**src/rtl/riego_pkg.sv**
```systemverilog
// riego_pkg: shared types and constants for the irrigation sequencer.
//   estado_t      : FSM state encoding (IDLE/WATER/SOAK/FAULT), also driven on the estado port
//   CNT_W         : width of the seconds counters (saturating)
//   CURFEW_HH_*   : midday curfew hour bounds in BCD, used only when RIEGO_CURFEW_EN is defined
//   seco_of/humedo_of : per-plant start/stop moisture thresholds (HUMEDO > SECO for every entry)
//   tipo_idx      : maps the 4-bit plant type to a table index; types 8..15 fall back to entry 0
//   sat_inc       : saturating increment for the seconds counters
package riego_pkg;

  typedef enum logic [1:0] {
    ST_IDLE  = 2'b00,
    ST_WATER = 2'b01,
    ST_SOAK  = 2'b10,
    ST_FAULT = 2'b11
  } estado_t;

  localparam int unsigned CNT_W = 16;

  localparam logic [7:0] CURFEW_HH_LO = 8'h11;
  localparam logic [7:0] CURFEW_HH_HI = 8'h16;

  function automatic logic [2:0] tipo_idx(input logic [3:0] tipo);
    return tipo[3] ? 3'd0 : tipo[2:0];
  endfunction

  function automatic logic [11:0] seco_of(input logic [2:0] idx);
    logic [11:0] v;
    case (idx)
      3'd0:    v = 12'd1000;
      3'd1:    v = 12'd1200;
      3'd2:    v = 12'd800;
      3'd3:    v = 12'd1500;
      3'd4:    v = 12'd600;
      3'd5:    v = 12'd1800;
      3'd6:    v = 12'd900;
      3'd7:    v = 12'd1100;
      default: v = 12'd1000;
    endcase
    return v;
  endfunction

  function automatic logic [11:0] humedo_of(input logic [2:0] idx);
    logic [11:0] v;
    case (idx)
      3'd0:    v = 12'd2000;
      3'd1:    v = 12'd2400;
      3'd2:    v = 12'd1600;
      3'd3:    v = 12'd2800;
      3'd4:    v = 12'd1400;
      3'd5:    v = 12'd3000;
      3'd6:    v = 12'd1900;
      3'd7:    v = 12'd2200;
      default: v = 12'd2000;
    endcase
    return v;
  endfunction

  function automatic logic [CNT_W-1:0] sat_inc(input logic [CNT_W-1:0] v);
    return (v == {CNT_W{1'b1}}) ? v : v + {{(CNT_W-1){1'b0}}, 1'b1};
  endfunction

endpackage

```
**src/rtl/control_riego_tick_gen.sv**
```systemverilog
// tick_gen: divides clk by TICK_CYCLES and emits a registered 1-cycle tick strobe.
//   clk   in  system clock
//   rst_n in  asynchronous active-low reset
//   tick  out 1-cycle strobe once every TICK_CYCLES clocks
module tick_gen #(
  parameter int unsigned TICK_CYCLES = 50_000_000
) (
  input  logic clk,
  input  logic rst_n,
  output logic tick
);

  localparam int unsigned CW = (TICK_CYCLES > 1) ? $clog2(TICK_CYCLES) : 1;
  localparam logic [CW-1:0] LAST = CW'(TICK_CYCLES - 1);

  logic [CW-1:0] cnt_q, cnt_d;
  logic          tick_q, tick_d;

  // Prescaler wrap and strobe generation
  always_comb begin
    cnt_d  = cnt_q;
    tick_d = 1'b0;
    if (cnt_q == LAST) begin
      cnt_d  = {CW{1'b0}};
      tick_d = 1'b1;
    end else begin
      cnt_d  = cnt_q + CW'(1);
      tick_d = 1'b0;
    end
  end

  // Prescaler and strobe registers
  always_ff @(posedge clk or negedge rst_n) begin
    if (!rst_n) begin
      cnt_q  <= {CW{1'b0}};
      tick_q <= 1'b0;
    end else begin
      cnt_q  <= cnt_d;
      tick_q <= tick_d;
    end
  end

  assign tick = tick_q;

endmodule

```
**src/rtl/control_riego.sv**
```systemverilog
// control_riego: irrigation sequencer. Snapshots each decoded sample on listo, applies per-plant
// hysteresis, drives the pump (preferred) or the valve, and enforces minimum/maximum on-time,
// a soak cooldown and a stale-data watchdog. All outputs are registered.
// Optional build macro RIEGO_CURFEW_EN: blocks new watering cycles while the snapshot hour
// is 11..16 (BCD); without it hora is latched but unused.
// Ports:
//   clk, rst_n                     clock, asynchronous active-low reset
//   listo                          1-cycle pulse, humedad/hora/tipo_planta valid
//   humedad[11:0], hora[15:0], tipo_planta[3:0]  decoded sample
//   mod_bomba, mod_grifo           actuator modules present
//   clear_fault                    level, FAULT -> IDLE while high
//   activar_bomba, activar_grifo   actuator drives (never both)
//   regar, fault, estado[1:0]      watering flag, sticky fault, FSM state
module control_riego
  import riego_pkg::*;
#(
  parameter int unsigned TICK_CYCLES = 50_000_000,
  parameter int unsigned MIN_ON_S    = 5,
  parameter int unsigned MAX_ON_S    = 60,
  parameter int unsigned SOAK_S      = 300,
  parameter int unsigned STALE_S     = 10
) (
  input  logic        clk,
  input  logic        rst_n,
  input  logic        listo,
  input  logic [11:0] humedad,
  input  logic [15:0] hora,
  input  logic [3:0]  tipo_planta,
  input  logic        mod_bomba,
  input  logic        mod_grifo,
  input  logic        clear_fault,
  output logic        activar_bomba,
  output logic        activar_grifo,
  output logic        regar,
  output logic        fault,
  output logic [1:0]  estado
);

  estado_t          state_q, state_d;
  logic [CNT_W-1:0] on_q, on_d, stale_q, stale_d, soak_q, soak_d;
  logic [11:0]      hum_q, hum_d;
  logic [15:0]      hora_q, hora_d;
  logic [3:0]       tipo_q, tipo_d;
  logic             listo_q;
  logic             bomba_q, bomba_d, grifo_q, grifo_d, regar_q, regar_d, fault_q, fault_d;
  logic             tick_s, any_mod_s, dry_s, wet_s, curfew_s, hora_unused_s;
  logic [2:0]       idx_s;

  tick_gen #(.TICK_CYCLES(TICK_CYCLES)) u_tick (
    .clk  (clk),
    .rst_n(rst_n),
    .tick (tick_s)
  );

  assign idx_s     = tipo_idx(tipo_q);
  assign dry_s     = hum_q < seco_of(idx_s);
  assign wet_s     = hum_q >= humedo_of(idx_s);
  assign any_mod_s = mod_bomba | mod_grifo;

`ifdef RIEGO_CURFEW_EN
  assign curfew_s      = (hora_q[15:8] >= CURFEW_HH_LO) && (hora_q[15:8] <= CURFEW_HH_HI);
  assign hora_unused_s = ^hora_q[7:0];
`else
  assign curfew_s      = 1'b0;
  assign hora_unused_s = ^hora_q;
`endif

  // Sample snapshot: hold until the next listo
  always_comb begin
    hum_d  = hum_q;
    hora_d = hora_q;
    tipo_d = tipo_q;
    if (listo) begin
      hum_d  = humedad;
      hora_d = hora;
      tipo_d = tipo_planta;
    end else begin
      hum_d  = hum_q;
      hora_d = hora_q;
      tipo_d = tipo_q;
    end
  end

  // Seconds counters; listo wins over a coincident tick on the stale counter
  always_comb begin
    on_d    = on_q;
    stale_d = stale_q;
    soak_d  = {CNT_W{1'b0}};
    case (state_q)
      ST_WATER: begin
        on_d = tick_s ? sat_inc(on_q) : on_q;
        if (listo) begin
          stale_d = {CNT_W{1'b0}};
        end else if (tick_s) begin
          stale_d = sat_inc(stale_q);
        end else begin
          stale_d = stale_q;
        end
      end
      ST_SOAK: begin
        soak_d = tick_s ? sat_inc(soak_q) : soak_q;
      end
      ST_IDLE: begin
        on_d    = {CNT_W{1'b0}};
        stale_d = {CNT_W{1'b0}};
      end
      default: begin
        on_d    = on_q;
        stale_d = stale_q;
      end
    endcase
  end

  // Next-state logic; WATER exits are prioritised: modules gone, then watchdogs, then wet
  always_comb begin
    state_d = state_q;
    case (state_q)
      ST_IDLE: begin
        if (listo_q && dry_s && any_mod_s && !curfew_s) state_d = ST_WATER;
        else                                          state_d = ST_IDLE;
      end
      ST_WATER: begin
        if (!any_mod_s) begin
          state_d = ST_IDLE;
        end else if ((stale_q == CNT_W'(STALE_S)) || (on_q == CNT_W'(MAX_ON_S))) begin
          state_d = ST_FAULT;
        end else if ((on_q >= CNT_W'(MIN_ON_S)) && wet_s) begin
          state_d = ST_SOAK;
        end else begin
          state_d = ST_WATER;
        end
      end
      ST_SOAK: begin
        if (soak_q == CNT_W'(SOAK_S)) state_d = ST_IDLE;
        else                          state_d = ST_SOAK;
      end
      ST_FAULT: begin
        if (clear_fault) state_d = ST_IDLE;
        else             state_d = ST_FAULT;
      end
      default: state_d = ST_IDLE;
    endcase
  end

  // Output decode from the current state; pump has priority over the valve
  always_comb begin
    bomba_d = 1'b0;
    grifo_d = 1'b0;
    regar_d = 1'b0;
    fault_d = 1'b0;
    case (state_q)
      ST_WATER: begin
        bomba_d = mod_bomba;
        grifo_d = !mod_bomba && mod_grifo;
        regar_d = any_mod_s;
      end
      ST_FAULT: fault_d = 1'b1;
      default: begin
        bomba_d = 1'b0;
        grifo_d = 1'b0;
      end
    endcase
  end

  // State, counters, snapshot and output registers
  always_ff @(posedge clk or negedge rst_n) begin
    if (!rst_n) begin
      state_q <= ST_IDLE;
      on_q    <= {CNT_W{1'b0}};
      stale_q <= {CNT_W{1'b0}};
      soak_q  <= {CNT_W{1'b0}};
      hum_q   <= 12'd0;
      hora_q  <= 16'd0;
      tipo_q  <= 4'd0;
      listo_q <= 1'b0;
      bomba_q <= 1'b0;
      grifo_q <= 1'b0;
      regar_q <= 1'b0;
      fault_q <= 1'b0;
    end else begin
      state_q <= state_d;
      on_q    <= on_d;
      stale_q <= stale_d;
      soak_q  <= soak_d;
      hum_q   <= hum_d;
      hora_q  <= hora_d;
      tipo_q  <= tipo_d;
      listo_q <= listo;
      bomba_q <= bomba_d;
      grifo_q <= grifo_d;
      regar_q <= regar_d;
      fault_q <= fault_d;
    end
  end

  assign activar_bomba = bomba_q;
  assign activar_grifo = grifo_q;
  assign regar         = regar_q;
  assign fault         = fault_q;
  assign estado        = state_q;

endmodule

```
**config.mk**
```make
export PLATFORM = sky130hd
export DESIGN_NAME = control_riego
export DESIGN_NICKNAME = d
export VERILOG_FILES = /design/src/rtl/riego_pkg.sv /design/src/rtl/control_riego_tick_gen.sv /design/src/rtl/control_riego.sv
export SDC_FILE = /design/constraint.sdc
export NUM_CORES = 1
export LEC_CHECK = 0
export ABC_AREA = 1
export CORE_ASPECT_RATIO = 0.75
export CORE_MARGIN = 4
export CORE_UTILIZATION = 25
export CTS_CLUSTER_DIAMETER = 50
export DETAILED_ROUTE_END_ITERATION = 6
export GPL_TIMING_DRIVEN = 0
export PLACE_DENSITY = 0.41
export SYNTH_ARGS = -nofsm -noshare
export SYNTH_HDL_FRONTEND = slang
export SYNTH_SLANG_ARGS = --single-unit
export TNS_END_PERCENT = 5
```
**constraint.sdc**
```tcl
create_clock -name clk -period 5.6 [get_ports clk]
set_input_delay 1.4 -clock clk [delete_from_list [all_inputs] [get_ports clk]]
set_output_delay 1.4 -clock clk [all_outputs]
set_load 0.005 [all_outputs]
```
==> impl_metrics.csv, run 1 <==
group,metric,value,unit
routing,wire_per_inst,13.1,um
sta,rsz0062_at_grt,"false",
worst_setup_path,ff2ff_setup_slack,2.96,ns
die,die_h,146,um
clocking,cts_tree,"yes",
power_and_ir_drop,power_density,232,nW/um2
global_route,grt_pass1_wl,28000,um
sta,fin_crit,3.19,ns
synthesis,synth-seq-cells,98,
worst_setup_path,cp-endpoint,"stale_q[8]",
synthesis,synth_top_area_cell,"dfrtp_1",
worst_setup_path,arrival,3.44,ns
worst_setup_path,regToRegStartpoint,"tipo_q[3]",
synthesis,synth_flop_cell,"dfrtp_1",
synthesis,synth_top_area_share,38.4,%
sta,fmax,0.313,GHz
die,rows,50,
synthesis,ys_top_cells_by_area,"dfrtp_1 38%, nand2_1 15%, nor2_1 7.4%",
finish,syn_to_final_growth,16.1,%
clocking,post-cts-setup-buffers,0,
worst_setup_path,path_max_fanout,10,
die,start_util,25.5,%
global_route,grt_overflow,0,
outcome,status,"completed",
sta,tightest_slew,0.649,ns
worst_setup_path,ff2ff_path_depth,13,
clocking,path_clk_slew,0.08,ns
clocking,cts_hold_buf,0,
die,dieArea,28200,um2
finish,fin_nets,1011,
die,die_w,192,um
sta,setup_viol,0,
global_route,grtUsageTotal,12.4,%
synthesis,syn_nets,972,
sta,timing.hold.ws,0.473,ns
routing,num_vias,5652,
finish,insertedDiodeCount,0,
worst_setup_path,crit_type,"in -> reg",
routing,drtPass1Iterations,5,
worst_setup_path,worstPathRequired,5.85,ns
power_and_ir_drop,vdd_ir_drop_max,0.157,mV
die,ioPinCount,44,
routing,drc,0,
die,core,25000,um2
synthesis,async_reset_ff_share,100,%
sta,hold_violations,0,
clocking,worstSkewPairLatency,0.37,ns
clocking,htree_levels,3,
power_and_ir_drop,power_leakage,0.00345,uW
synthesis,syn_inst,902,
sta,slew_headroom,56.6,%
clocking,clock-sinks,98,
synthesis,synth.distinct_cells,37,
placed_design,gp_congestion,0.818,
sta,finalMaxSlewViolations,0,
routing,route.antenna.remaining_nets,0,
sta,skew,0.0106,ns
synthesis,synth-seq-area-share,38.4,%
routing,drt_iter0_drc,399,
min_path,hold_class,"reg -> reg",
worst_setup_path,startpoint,"listo",
placed_design,dp.final_hpwl,12700,um
clocking,clockBufferDepth,2,
clocking,cts_root_buffer,"clkbuf_16",
worst_setup_path,cp-end-kind,"register",
sta,min_period_over_period,57.0,%
global_route,grt_pass1_vias,5343,
clocking,cts_buffers,9,
worst_setup_path,rr_endpoint,"estado[1]",
global_route,grt_max_degree,54,
synthesis,synth_area,6380,um2
finish,drive_gt1_share,4.12,%
synthesis,synth_edf_count,0,
power_and_ir_drop,fin_total_pwr,1720,uW
routing,wl,16800,um
synthesis,yosys_warnings,0,
run,drv_cap,0,
clocking,cts_resized,0,
routing,vias_per_cell,4.40,
placed_design,io_buffers,27,
global_route,antenna_found_initial,0,
synthesis,syn_area_per_cell,7.07,um2
worst_setup_path,cp-start-kind,"primary input",
[layout make-up]
type	count	area (um2)
Buffer	18	90.1
Clock buffer	9	225
Clock inverter	7	85.1
Fill cell	2779	17600
Inverter	114	428
Multi-Input combinational cell	672	3410
Sequential cell	98	2450
Tap cell	338	423
Timing Repair Buffer	28	295
[critical path: stages]
cell and delay (ns):
clkdlybuf4s50_1 0.48, clkbuf_1 0.46, clkinv_1 0.41, clkbuf_1 0.36, nand3_1 0.17, nor2_1 0.05, nand2_1 0.07, nand2_1 0.04
[kinds of logic (layout without fill, tap and decap cells)]
kind of cell | count (synthesis) | count (layout) | share of synthesized area, %
AOI/OAI and AO/OA | 64 | 64 | 5.59
buffers and inverters | 132 | 176 | 8.12
and+or+nand+nor | 544 | 544 | 37.2
DFF | 98 | 98 | 38.4
adders and majority gates | 32 | 32 | 6.27
xor gates and xnor gates | 32 | 32 | 4.39
[per-layer routing]
layer	part of all wire (%)	wire length, um	up-vias	global-route usage, %
li1	-	-	2981	-
met1	56	9420	2596	19.8
met2	39	6610	70	16.8
met3	3.8	643	5	3.23
met4	0.63	106	0	2.10
met5	0	0	-	0
[registers in the layout (all words and copies together), names as in the netlist]
name,flops
u_tick.cnt_q,26
tipo_q,4
fault,1
stale_q,16
on_q,16
activar_grifo,1
soak_q,16
estado,2
regar,1
hum_q,12
u_tick.tick,1
listo_q,1
activar_bomba,1
[through the flow]
| stage | TNS (ns) | worst slack, ns | cell area (um2) | util [%] | instances |
|---|---|---|---|---|---|
| after CTS | 0 | 2.33 | 7410 | 29.6 | 1284 |
| final | 0 | 2.41 | 7410 | 29.6 | 1284 |
| after floorplan | 0 | 3.14 | 6380 | - | 902 |
| after global placement | -107.14 | -1.10 | 7070 | 28.3 | 1267 |
| after global routing | 0 | 2.16 | 7410 | 29.6 | 1284 |
| after detailed placement | 0 | 1.91 | 7100 | 28.4 | 1268 |
[report_power, final]
part / total (uW) / internal (uW) / switching [uW] / leakage, uW
logic: 289 / 94.0 / 195 / 0.00198
registers: 751 / 730 / 21.1 / 0.00132
clock network: 675 / 357 / 319 / 0.000151
total: 1720 / 1180 / 535 / 0.00345
[cell usage after synthesis (2+ instances only)]
master,number
o21a_1,2
buf_6,2
inv_1,110
o21bai_1,3
clkbuf_1,10
nor4_1,4
dfrtp_1,98
a21oi_1,10
nand4_1,38
nor3_4,2
xor2_1,28
clkinv_1,2
nand3_1,93
nor3_1,24
o21ai_0,41
o21ai_1,2
buf_2,5
ha_1,32
inv_2,2
nor2_2,2
o31ai_1,2
nor2_1,126
xnor2_1,4
nand2_1,247
[cells in the final DEF (no fill, tap or decap), types with 2 or more instances in the layout]
cell type,count
nor3_1,24
nor4_1,4
o21a_1,2
o21ai_0,41
clkbuf_16,9
xor2_1,28
dfrtp_1,98
o21bai_1,3
o31ai_1,2
ha_1,32
a21oi_1,10
xnor2_1,4
o21ai_1,2
nor2_1,126
clkbuf_1,10
clkinv_1,2
inv_2,2
buf_6,2
clkdlybuf4s50_1,26
inv_1,110
nand3_1,93
inv_8,3
nand2_1,247
nor2_2,2
nand4_1,38
buf_2,5
nor3_4,2
[worst min path at each step]
stage               cells after the start  startpoint  slack, ns  endpoint
floorplan                               2    hum_q[0]       0.44  hum_q[0]
global placement                        2    hum_q[0]       0.46  hum_q[0]
detailed placement                      2    hum_q[0]       0.46  hum_q[0]
CTS                                     2    hum_q[0]       0.48  hum_q[0]
global route                            2    hum_q[0]       0.52  hum_q[0]
finish                                  2    hum_q[0]       0.47  hum_q[0]
Note: power is estimated with default switching activity, not from simulation.
==> run 2, diff against run 1 <==
Clock period 5.6 ns to 3.3 ns, I/O delays scaled along.
==> results of run 2 <==
The final DEF is identical to that of run 1. Status: completed.
Main changes from that run: setup slack after placement 1.91 ns -> 0.185 ns; setup slack after layout 2.41 ns -> 0.659 ns; start point of the critical path listo -> tipo_q[3]; end point of the critical path stale_q[8] -> estado[1]; register-to-register setup slack 2.96 ns -> 0.66 ns; total power 1720 uW -> 2910 uW; worst IR drop on VDD 0.157 mV -> 0.266 mV
==> RTL edit 1 (settings of run 1) <==
`TICK_CYCLES` is set to 50_000_000 in 2 places; all go to 25_000_000.
--- a/src/rtl/control_riego_tick_gen.sv
+++ b/src/rtl/control_riego_tick_gen.sv
@@ -4,5 +4,5 @@
 //   tick  out 1-cycle strobe once every TICK_CYCLES clocks
 module tick_gen #(
-  parameter int unsigned TICK_CYCLES = 50_000_000
+  parameter int unsigned TICK_CYCLES = 25_000_000
 ) (
   input  logic clk,
--- a/src/rtl/control_riego.sv
+++ b/src/rtl/control_riego.sv
@@ -15,5 +15,5 @@
   import riego_pkg::*;
 #(
-  parameter int unsigned TICK_CYCLES = 50_000_000,
+  parameter int unsigned TICK_CYCLES = 25_000_000,
   parameter int unsigned MIN_ON_S    = 5,
   parameter int unsigned MAX_ON_S    = 60,
Function: same outputs for any inputs over 10 cycles, from zero or initial values and one cycle with rst_n low; that may be too few to reach the edited logic, so the function may still have changed.
==> RTL edit 1 against run 1 <==
- clock skew up 0.0032 ns
- synthesized area is 0.63% higher
- critical path depth did not move
- power is 0.69% lower
- sequential cell count decreased by 1
- cell area grew 0.42%
- routed wire length rose by 0.89%
- worst setup slack better by 0.010 ns
- critical path type unchanged
- critical endpoint is now stale_q[9]
==> RTL edit 1: results (changes against run 1) <==
outcome complete, no violations; share of cells above drive strength 1 7.91% (+3.8 points); Final GP Congestion 0.824 (+0.77%); Async SR Flop Fraction 100% (unchanged); 1st-iter DRT viols 364 (-8.8%); met3 Resource Use GR 2.78% (-0.45 points); total track usage 12.7% (+0.25 points); clock latency on the worst-skew pair 0.36 ns; Peak VDD IR 0.156 mV (-0.66%); # nets final 1001 (-0.99%); post-synthesis sequential area ratio 37.8% (-0.63 points); Synth Area in Adders 6.24% (-0.039 points); relative slew slack 49.4% (-7.2 points); top cells by count, synth nand2_1, nor2_1, inv_1; post-DP HPWL 12.9 mm (+1.9%); hold path depth 1 (-1); routed via count 5566 (-1.5%); LEAKAGE 0.00343 uW (-0.46%); number of global-route vias before repair 5375 (+0.60%); R2R Setup Slk 2.99 ns (+0.03 ns); Critical Path Sink stale_q[9]; Post-Syn Nets 962 (-1.0%); first-pass GRT wire length 29.0 mm (+3.7%); library cells used by synthesis 42 (+14%); critical path arrival 3.43 ns (about the same); top cells by area, synth dfrtp_1, nand2_1, nand3_1; Main synth FF type dfrtp_1; Synth Area in Compound Gates 6.78% (+1.2 points); met2 wire length 6.52 mm (-1.4%); GR Layer Usage met2 16.7% (-0.077 points); wire length on met3 492 microns (-23%); Initial DRT Pass Iterations 5 (unchanged); global-route track usage on met1 20.7% (+0.86 points); DP Area 7140 sq um (+0.56%); # port buffers 27 (unchanged); XOR/XNOR Fraction of Synth Area 3.00% (-1.4 points); Worst Clk Skew 0.0138 ns (+0.00316 ns); Largest register FFs 25 (-3.8%); WL per Instance 13.3 microns (+1.7%); largest net degree at the start of global routing 53 (-1.9%); M1 WL 9.76 mm (+3.6%)
==> RTL edit 1: how the worst min path moves through the flow <==
stage                            endpoint  slack (ns)       startpoint
after floorplan           u_tick.cnt_q[0]        0.43  u_tick.cnt_q[0]
after global placement    u_tick.cnt_q[0]        0.44  u_tick.cnt_q[0]
after detailed placement         hum_q[0]        0.46         hum_q[0]
after CTS                 u_tick.cnt_q[0]        0.47  u_tick.cnt_q[0]
after global routing      u_tick.cnt_q[0]        0.49  u_tick.cnt_q[0]
final                     u_tick.cnt_q[0]        0.47  u_tick.cnt_q[0]
==> RTL edit 1: final cells by class <==
| type | instances | area, sq um |
|---|---|---|
| Sequential cell | 97 | 2430 |
| Fill cell | 2754 | 17600 |
| Inverter | 118 | 444 |
| Multi-Input combinational cell | 661 | 3450 |
| Clock inverter | 7 | 76.3 |
| Buffer | 16 | 100 |
| Clock buffer | 9 | 225 |
| Timing Repair Buffer | 28 | 295 |
| Tap cell | 338 | 423 |
==> RTL edit 1: worst max-delay path: stages <==
cell and delay, ns:
clkdlybuf4s50_1 0.49, clkbuf_1 0.42, clkinv_1 0.41, clkbuf_1 0.36, nand3_1 0.17, nor2_1 0.05
nand2_1 0.08, nand2_1 0.05
==> RTL edit 1: cells by family after synthesis <==
kind of cell,after synthesis
compound gates,71
flops,97
buf+inv,134
fa+ha+maj,32
xor+xnor,22
simple gates,536
==> RTL edit 1: where the power goes <==
part	internal, uW	total, uW	leakage (uW)	switching, uW
logic	102	310	0.00198	209
registers	723	743	0.00131	19.5
clock network	351	651	0.000143	300
==> RTL edit 1: through the flow <==
stage                     setup WS (ns)  instances  setup TNS, ns
final                              2.42       1274              0
after global routing               2.14       1274              0
after CTS                          2.34       1274              0
after detailed placement           1.95       1258              0
after global placement            -1.15       1257        -110.36
after floorplan                    3.14        892              0
==> RTL edit 2 (flow settings as in run 1) <==
Without the edit above. Register the input `humedad` before use, cleared by the reset. The logic sees it one clock later. The other inputs are not delayed to match. Comments in the files are not updated.
--- a/src/rtl/control_riego.sv
+++ b/src/rtl/control_riego.sv
@@ -37,4 +37,14 @@
 );
 
+  logic [11:0] humedad_q;
+
+  always_ff @(posedge clk or negedge rst_n) begin
+    if (!rst_n) begin
+      humedad_q <= '0;
+    end else begin
+      humedad_q <= humedad;
+    end
+  end
+
   estado_t          state_q, state_d;
   logic [CNT_W-1:0] on_q, on_d, stale_q, stale_d, soak_q, soak_d;
@@ -72,5 +82,5 @@
     tipo_d = tipo_q;
     if (listo) begin
-      hum_d  = humedad;
+      hum_d  = humedad_q;
       hora_d = hora;
       tipo_d = tipo_planta;
Check against the original RTL: not equivalent (a bounded check fails within 4 cycles, from zero or initial values and one cycle with rst_n low).
==> RTL edit 2 against run 1 <==
- cell area increased by 2.9%
- non-clock buffer count increased by 1
- register-to-register slack got worse by 0.24 ns
- maximum frequency increased by 9.1%
- routed wire length increased by 3.9%
- power increased by 13%
- synthesized area increased by 3.4%
- die area increased by 3.2%
- sequential cell count increased by 12
- worst setup slack improved by 0.27 ns
- combinational power increased by 39%
- sequential power increased by 16%
- synthesized cell count decreased by 1.4%
- critical path type unchanged
- largest power group unchanged
- highest routed layer unchanged
==> RTL edit 2: results (changes against run 1) <==
Worst R2R End estado[0]; FF+latch count, synth 110 (+12%); critical path arrival 3.21 ns (-0.23 ns); switching power of the nets 638 uW (+19%); Main synth FF type dfrtp_1; dpl ws 2.22 ns (+0.307 ns); largest net degree at the start of global routing 60 (+11%); Multi-In Gates 663 (-1.3%); number of global-route vias before repair 5432 (+1.7%); Peak VDD IR 0.171 mV (+9.0%); total track usage 12.6% (+0.12 points); 1st-iter DRT viols 392 (-1.8%); Total Wirelength 17.4 mm (+3.9%); share of cells above drive strength 1 5.79% (+1.7 points); # nets final 998 (-1.3%); outcome complete, no violations; Non-Clock Buffer Area Fraction 5.19% (-0.013 points); Final GP Congestion 0.826 (+0.98%); Initial DRT Pass Iterations 5 (unchanged); Final Critical Period 2.92 ns (-0.267 ns); top cells by area, synth dfrtp_1, nand2_1, nor2_1; hold_sp humedad_q[4]; Synth Area in Compound Gates 5.33% (-0.26 points); # clk buffers 11 (+2); post-DP HPWL 13.0 mm (+2.8%); Clock Network Area Fraction 3.84% (-0.35 points); sequential cell area share 36.1% (+3.0 points); Multi-input gate area 3390 sq um (-0.73%); Fillers 2827 (+1.7%); R2R Setup Slk 2.72 ns (-0.24 ns); LEAKAGE 0.00352 uW (+2.2%); top cells by count, synth nand2_1, nor2_1, dfrtp_1; inverters 97 (-15%); HP Class reg2reg; crit-path max FO 10 (unchanged); post-synthesis sequential area ratio 41.7% (+3.3 points); R2R depth 15 (+2); Worst Clk Skew 0.00895 ns (-0.00169 ns); XOR/XNOR Fraction of Synth Area 5.71% (+1.3 points); Synth Area in Adders 6.07% (-0.21 points); Post-Syn Nets 959 (-1.3%); first-pass GRT wire length 29.3 mm (+4.8%); Least-Margin Pin Slew 0.679 ns (+0.0300 ns); Non-CTS buffers 47 (+2.2%)
RTL edit 2: power groups by stage:
stage	registers [uW]	clock network [uW]	logic, uW
after floorplan	873	0	248
after detailed placement	885	0	406
after global placement	886	0	407
final	868	663	403
after CTS	870	698	408
after global routing	874	720	464
RTL edit 2: routing by layer:
layer | GRT usage (%) | vias to the layer above | routed length [microns]
li1 | - | 2911 | -
met1 | 19.9 | 2577 | 9930
met2 | 17.2 | 81 | 6750
met3 | 2.65 | 13 | 593
met4 | 2.97 | 0 | 159
met5 | 0 | - | 0
RTL edit 2: metrics by stage:
stage	hold WS (ns)	std cells	setup TNS [ns]	cell area, sq um
6_report	0.449	1277	0	7620
5_1_grt	0.479	1277	0	7620
4_1_cts	0.451	1277	0	7620
3_5_place_dp	0.433	1261	0	7330
3_3_place_gp	0.437	1260	-182.67	7300
2_1_floorplan	0.425	889	0	6600
